`config.mk`:
```
export PLATFORM = sky130hd
export DESIGN_NAME = dbg_frame_bridge
export DESIGN_NICKNAME = d
export VERILOG_FILES = /design/src/rtl/dbg_frame_bridge.sv
export SDC_FILE = /design/constraint.sdc
export NUM_CORES = 1
export LEC_CHECK = 0
export ABC_CLOCK_PERIOD_IN_PS = 3450
export CORE_AREA = 2 2 135 137
export CTS_CLUSTER_DIAMETER = 100
export DETAILED_ROUTE_END_ITERATION = 10
export DIE_AREA = 0 0 137 139
export HOLD_SLACK_MARGIN = 0.02
export PLACE_DENSITY = 0.81
export SYNTH_ARGS = -nofsm -noshare
export SYNTH_HDL_FRONTEND = slang
export SYNTH_SLANG_ARGS = --single-unit
```
`constraint.sdc`:
```
create_clock -name clk -period 3.45 [get_ports clk]
set_input_delay 0.345 -clock clk [delete_from_list [all_inputs] [get_ports clk]]
set_output_delay 0.345 -clock clk [all_outputs]
set_load 0.02 [all_outputs]
```
`src/rtl/dbg_frame_bridge.sv`:
```
// Host-side debug-bus master: decodes 9-byte serial request frames into debug commands
// and answers each completed frame with a 5-byte status/read-data response.
module dbg_frame_bridge #(
  parameter int unsigned DONE_TIMEOUT = 1024,
  parameter int unsigned BYTE_TIMEOUT = 65536
) (
  input  logic        clk,
  input  logic        rstn_i,
  input  logic [7:0]  rx_data_i,
  input  logic        rx_valid_i,
  output logic        rx_ready_o,
  output logic [7:0]  tx_data_o,
  output logic        tx_valid_o,
  input  logic        tx_ready_i,
  output logic [7:0]  dbg_cmd_o,
  output logic [31:0] dbg_addr_o,
  output logic [31:0] dbg_data_o,
  input  logic [31:0] dbg_data_i,
  input  logic        dbg_done_i,
  output logic        busy_o
);

  localparam int unsigned DoneW = $clog2(DONE_TIMEOUT);
  localparam int unsigned IdleW = $clog2(BYTE_TIMEOUT);
  // Counters terminate when their next value would reach TIMEOUT-1.
  localparam logic [DoneW-1:0] DoneLast = DoneW'(DONE_TIMEOUT - 2);
  localparam logic [IdleW-1:0] IdleLast = IdleW'(BYTE_TIMEOUT - 2);

  localparam logic [7:0] StatusOk      = 8'hA5;
  localparam logic [7:0] StatusBadCmd  = 8'hE1;
  localparam logic [7:0] StatusTimeout = 8'hEE;

  typedef enum logic [2:0] {
    StRx,
    StIssue,
    StWait,
    StRelease,
    StTx
  } state_e;

  state_e            state_q, state_d;
  logic [3:0]        byte_cnt_q, byte_cnt_d;
  logic [IdleW-1:0]  idle_cnt_q, idle_cnt_d;
  logic [DoneW-1:0]  done_cnt_q, done_cnt_d;
  logic [7:0]        cmd_q, cmd_d;
  logic [31:0]       addr_sh_q, addr_sh_d;
  logic [31:0]       data_sh_q, data_sh_d;
  logic [31:0]       bus_addr_q, bus_addr_d;
  logic [31:0]       bus_data_q, bus_data_d;
  logic [7:0]        status_q, status_d;
  logic [31:0]       rdata_q, rdata_d;
  logic [2:0]        tx_idx_q, tx_idx_d;

  logic rx_fire;
  logic cmd_valid;

  assign rx_fire   = rx_valid_i && (state_q == StRx);
  assign cmd_valid = (cmd_q >= 8'h01) && (cmd_q <= 8'h06);

  always_ff @(posedge clk or negedge rstn_i) begin
    if (!rstn_i) begin
      state_q    <= StRx;
      byte_cnt_q <= '0;
      idle_cnt_q <= '0;
      done_cnt_q <= '0;
      cmd_q      <= '0;
      addr_sh_q  <= '0;
      data_sh_q  <= '0;
      bus_addr_q <= '0;
      bus_data_q <= '0;
      status_q   <= '0;
      rdata_q    <= '0;
      tx_idx_q   <= '0;
    end else begin
      state_q    <= state_d;
      byte_cnt_q <= byte_cnt_d;
      idle_cnt_q <= idle_cnt_d;
      done_cnt_q <= done_cnt_d;
      cmd_q      <= cmd_d;
      addr_sh_q  <= addr_sh_d;
      data_sh_q  <= data_sh_d;
      bus_addr_q <= bus_addr_d;
      bus_data_q <= bus_data_d;
      status_q   <= status_d;
      rdata_q    <= rdata_d;
      tx_idx_q   <= tx_idx_d;
    end
  end

  always_comb begin
    state_d    = state_q;
    byte_cnt_d = byte_cnt_q;
    idle_cnt_d = idle_cnt_q;
    done_cnt_d = done_cnt_q;
    cmd_d      = cmd_q;
    addr_sh_d  = addr_sh_q;
    data_sh_d  = data_sh_q;
    bus_addr_d = bus_addr_q;
    bus_data_d = bus_data_q;
    status_d   = status_q;
    rdata_d    = rdata_q;
    tx_idx_d   = tx_idx_q;

    unique case (state_q)
      StRx: begin
        if (rx_fire) begin
          idle_cnt_d = '0;
          byte_cnt_d = byte_cnt_q + 4'd1;
          if (byte_cnt_q == 4'd0) begin
            cmd_d = rx_data_i;
          end else if (byte_cnt_q <= 4'd4) begin
            addr_sh_d = {rx_data_i, addr_sh_q[31:8]};
          end else begin
            data_sh_d = {rx_data_i, data_sh_q[31:8]};
          end
          if (byte_cnt_q == 4'd8) begin
            byte_cnt_d = '0;
            if (cmd_valid) begin
              bus_addr_d = addr_sh_q;
              bus_data_d = {rx_data_i, data_sh_q[31:8]};
              state_d    = StIssue;
            end else begin
              // Unknown command: answer immediately, the core never sees it.
              status_d = StatusBadCmd;
              rdata_d  = '0;
              tx_idx_d = '0;
              state_d  = StTx;
            end
          end
        end else if (byte_cnt_q != 4'd0) begin
          if (idle_cnt_q == IdleLast) begin
            byte_cnt_d = '0;
            idle_cnt_d = '0;
          end else begin
            idle_cnt_d = idle_cnt_q + 1'b1;
          end
        end
      end
      StIssue: begin
        done_cnt_d = '0;
        state_d    = StWait;
      end
      StWait: begin
        if (dbg_done_i) begin
          rdata_d  = dbg_data_i;
          status_d = StatusOk;
          state_d  = StRelease;
        end else if (done_cnt_q == DoneLast) begin
          rdata_d  = '0;
          status_d = StatusTimeout;
          state_d  = StRelease;
        end else begin
          done_cnt_d = done_cnt_q + 1'b1;
        end
      end
      StRelease: begin
        // Wait for the core to drop done so it cannot complete the next command early.
        if (!dbg_done_i) begin
          tx_idx_d = '0;
          state_d  = StTx;
        end
      end
      StTx: begin
        if (tx_ready_i) begin
          if (tx_idx_q == 3'd4) begin
            tx_idx_d   = '0;
            byte_cnt_d = '0;
            idle_cnt_d = '0;
            state_d    = StRx;
          end else begin
            tx_idx_d = tx_idx_q + 3'd1;
          end
        end
      end
      default: state_d = StRx;
    endcase
  end

  always_comb begin
    tx_data_o = 8'h00;
    if (state_q == StTx) begin
      case (tx_idx_q)
        3'd0:    tx_data_o = status_q;
        3'd1:    tx_data_o = rdata_q[7:0];
        3'd2:    tx_data_o = rdata_q[15:8];
        3'd3:    tx_data_o = rdata_q[23:16];
        3'd4:    tx_data_o = rdata_q[31:24];
        default: tx_data_o = 8'h00;
      endcase
    end
  end

  // Command is decoded from state so an asynchronous reset clears it immediately.
  assign dbg_cmd_o  = ((state_q == StIssue) || (state_q == StWait)) ? cmd_q : 8'h00;
  assign dbg_addr_o = bus_addr_q;
  assign dbg_data_o = bus_data_q;
  assign rx_ready_o = (state_q == StRx);
  assign tx_valid_o = (state_q == StTx);
  assign busy_o     = (state_q != StRx);

endmodule

```
==> impl_metrics.env <==
export IMPL_grt_ovfl_total=0
export IMPL_finalHoldViolCount=0
export IMPL_root_buffer="clkbuf_16"
export IMPL_crit_type="reg2out"
export IMPL_synth_area_sq_um=8600
export IMPL_grt_pass1_wl_mm=30.3
export IMPL_endpoint="tx_data_o[6]"
export IMPL_gp_congestion=0.850
export IMPL_synth_edf_count=0
export IMPL_p_sw_share_pct=30.8
export IMPL_hold_path_class="in2reg"
export IMPL_seq_area_frac_synth_pct=58.5
export IMPL_cts_buffer_depth=3
export IMPL_drt_iter0_drc=423
export IMPL_yosysTopAreaCellShare_pct=58.5
export IMPL_seqPwrFrac_pct=45.9
export IMPL_min_delay_path_depth=2
export IMPL_syn_area_per_cell_sq_um=13.1
export IMPL_slowest_stage="clkdlybuf4s50_1"
export IMPL_htree_levels=1
export IMPL_slew_viol_final=0
export IMPL_busiest_layer="met2"
export IMPL_reg2reg_depth=7
export IMPL_fin_crit_sh_pct=93.9
export IMPL_pwr_share_clk_pct=30.0
export IMPL_synth_area_top_cells="dfrtp_1 58%, mux2_2 16%, a22o_1 3.6%"
export IMPL_worst_pin_slew_ns=0.890
export IMPL_fin_hold_ws_ns=0.436
export IMPL_grt_usage_pct=19.7
export IMPL_critPathMaxStageDelay_ns=0.64
export IMPL_reg2reg_slack_ns=0.87
export IMPL_cp_max_fo=11
export IMPL_antenna_left=0
export IMPL_setup_worst_path_start="state_q[0]$_DFFE_PN0P_"
export IMPL_status="finished, final reports clean"
export IMPL_slew_headroom_pct=40.7
export IMPL_critPathLaunchType="flop"
export IMPL_power_internal_uw=5190
export IMPL_post_synth_top_area_cell="dfrtp_1"
export IMPL_die_y_microns=139
export IMPL_critical_path_required_ns=3.11
export IMPL_r2r_start="byte_cnt_q[0]$_DFFE_PN0P_"
export IMPL_portBuffers=127
export IMPL_syn_inst=655
export IMPL_rsz0062_at_grt="no"
export IMPL_drc=0
export IMPL_power_density_nw_per_um2=696
export IMPL_cts_clk_slew_worst_paths_ns=0.06
export IMPL_drive_gt1_share_pct=23.1
export IMPL_start_util_pct=48.7
export IMPL_finalClockSkew_ns=0.0143
export IMPL_viasPerCell=5.63
export IMPL_nNetsFinal=839
export IMPL_synth_async_reset_ratio_pct=100
export IMPL_r2r_end="dbg_addr_o[23]$_DFFE_PN0P_"
export IMPL_die_w_microns=137
export IMPL_dp_hpwl_mm=12.5
export IMPL_power_frac_comb_pct=24.1
export IMPL_wl_mm=18.5
export IMPL_layout_min_cycle_time_ns=3.24
export IMPL_vias=5785
export IMPL_fillers=1355
export IMPL_end_kind="primary output"
export IMPL_numClockSinks=201
export IMPL_drt_pass1_iterations=5
export IMPL_rows=49
export IMPL_grt_max_degree=114
export IMPL_syn_to_final_growth_pct=25.5
export IMPL_finalSetupTns_ns=0
export IMPL_synthesis_nets=711
export IMPL_finalSetupViolations=0
export IMPL_antenna_found_initial=1
export IMPL_yosys_warnings=0
export IMPL_ys_types=59
export IMPL_insertion_delay_ns=0.51
export IMPL_cts_tree="built"
export IMPL_gr_usage_met1_pct=25.4
export IMPL_coreArea_sq_um=17700
export IMPL_synth_flop_cell="dfrtp_1"
export IMPL_dieArea_sq_um=19000
export IMPL_path_cells="nor2_1 -> and2_0 -> o41ai_2 -> a31oi_1 -> clkdlybuf4s50_1"
export IMPL_drv_cap=0
export IMPL_wl_per_cell_microns=18.0
export IMPL_cts_buffers=22
export IMPL_ios=128
export IMPL_grtUsageMet3_pct=5.70
export IMPL_fmax_mhz=309
export IMPL_ys_ff_latch=201
export IMPL_netSwitchingPower_uw=2320
export IMPL_grt_use_met2_pct=32.1
export IMPL_peakVddDrop_v=0.000398
export IMPL_crit_arrival_ns=2.89
export IMPL_first_global_vias=6009
export IMPL_leakage_uw=0.00487
[worst min path at each step]
stage / slack [ns] / to / start
after CTS: 0.42 / rdata_q[29]$_DFFE_PN0P_ / dbg_data_i[29]
final: 0.44 / rdata_q[29]$_DFFE_PN0P_ / dbg_data_i[29]
after detailed placement: 0.47 / done_cnt_q[8]$_DFFE_PN0P_ / done_cnt_q[8]$_DFFE_PN0P_
after global placement: 0.47 / done_cnt_q[8]$_DFFE_PN0P_ / done_cnt_q[8]$_DFFE_PN0P_
after global routing: 0.44 / rdata_q[0]$_DFFE_PN0P_ / dbg_data_i[0]
after floorplan: 0.05 / addr_sh_q[0]$_DFFE_PN0P_ / rstn_i
[cells in the final DEF, fill, tap and decap left out, drive strengths merged, types with 3 or more instances in the layout]
| master | netlist | final |
|---|---|---|
| and4 | 3 | 3 |
| nor2b | 10 | 10 |
| ha | 11 | 11 |
| dfrtp | 201 | 201 |
| mux2 | 130 | 130 |
| and2 | 13 | 13 |
| a22o | 35 | 35 |
| nor3 | 6 | 6 |
| clkinvlp | 0 | 3 |
| o31ai | 7 | 7 |
| buf | 20 | 10 |
| clkinv | 0 | 8 |
| nand2 | 36 | 36 |
| or4 | 3 | 3 |
| nor4b | 3 | 3 |
| o21ai | 24 | 24 |
| clkbuf | 14 | 28 |
| a31oi | 11 | 11 |
| nand2b | 6 | 6 |
| a222oi | 3 | 3 |
| a22oi | 11 | 11 |
| nand4 | 9 | 9 |
| and3 | 3 | 3 |
| a21o | 3 | 3 |
| mux2i | 4 | 4 |
| nand3 | 12 | 12 |
| clkdlybuf4s50 | 0 | 126 |
| a21oi | 17 | 17 |
| inv | 16 | 16 |
| nor4 | 3 | 3 |
| nor2 | 16 | 16 |
[critical path: cells and delay by family (launching register included)]
kind,cells,cell delay (ns)
simple gates,2,0.76
flops,1,0.51
buf+inv,1,0.64
compound gates,2,0.47
[state kept, by name, indices dropped and copies added (netlist names)]
register	cells
addr_sh_q	32
idle_cnt_q	16
state_q	3
data_sh_q	24
done_cnt_q	10
dbg_data_o	32
cmd_q	8
byte_cnt_q	4
tx_idx_q	3
dbg_addr_o	32
status_q	5
rdata_q	32
[cell usage after synthesis (2+ instances only)]
cell,n
a21o_1,3
a21oi_1,17
a222oi_1,3
a22o_1,35
a22oi_1,11
a31oi_1,11
and2_0,2
and2_1,11
and3_1,3
and4_1,3
buf_1,3
buf_2,5
buf_4,2
buf_6,10
clkbuf_1,14
dfrtp_1,201
ha_1,11
inv_1,16
mux2_1,5
mux2_2,125
mux2i_1,4
nand2_1,36
nand2b_1,6
nand3_1,12
nand3b_1,2
nand4_1,9
nor2_1,15
nor2b_1,10
nor3_1,5
nor3b_1,2
nor4_1,2
nor4b_1,2
o21a_1,2
o21ai_0,22
o21ai_1,2
o31ai_1,7
or2_2,2
or4_1,3
[repair_timing]
action	in CTS	in global routing
buffers inserted	0	0
endpoints found under the setup margin	8	0
gates resized for setup	1	0
hold buffers	1	0
endpoints found under the hold margin	111	0
[power by group through the flow]
stage / logic [uW] / registers [uW] / clock network [uW]
finish: 1810 / 3450 / 2260
global route: 1980 / 3540 / 2420
CTS: 1820 / 3450 / 2320
detailed placement: 1780 / 3470 / 0
global placement: 1720 / 3450 / 0
floorplan: 1320 / 3300 / 0
[final cells by class]
type,count,area (sq um),area share [%]
inverters,16,60.1,0.556
clock buffers,27,589,5.46
well taps,229,287,2.65
clock inverters,12,125,1.16
diodes,1,2.50,0.0232
flip-flops and latches,201,5030,46.6
repair buffers,138,1400,12.9
multi-input cells,404,3310,30.6
[through the flow]
step | utilization [%] | total power (uW) | setup slack [ns] | cells | area, sq um
final | 61.2 | 7510 | 0.212 | 1028 | 10800
after global routing | 61.2 | 7940 | 0.0121 | 1028 | 10800
after CTS | 61.1 | 7590 | 0.207 | 1027 | 10800
after detailed placement | 57.0 | 5260 | 0.436 | 987 | 10100
after global placement | 57.0 | 5180 | 0.509 | 987 | 10100
after floorplan | - | 4620 | 0.983 | 655 | 8600
[logic make-up (layout without fill, tap and decap cells)]
family | count (synthesis) | after routing | share of synthesized area, %
adder cells (fa/ha/maj) | 11 | 11 | 1.60
multiplexers | 134 | 134 | 17.5
other | 0 | 1 | 0
AND/OR/NAND/NOR | 133 | 133 | 8.80
flip-flops | 201 | 201 | 58.5
AO/OA/AOI/OAI | 126 | 126 | 10.4
buffers and inverters | 50 | 193 | 3.21
[metal layers]
| metal | share of wire, % | vias up | routed length, microns |
|---|---|---|---|
| li1 | - | 2649 | - |
| met1 | 41 | 2960 | 7640 |
| met2 | 49 | 140 | 9060 |
| met3 | 7.1 | 36 | 1320 |
| met4 | 2.6 | 0 | 477 |
| met5 | 0 | - | 0 |
Power figures use the tool's default switching activity.
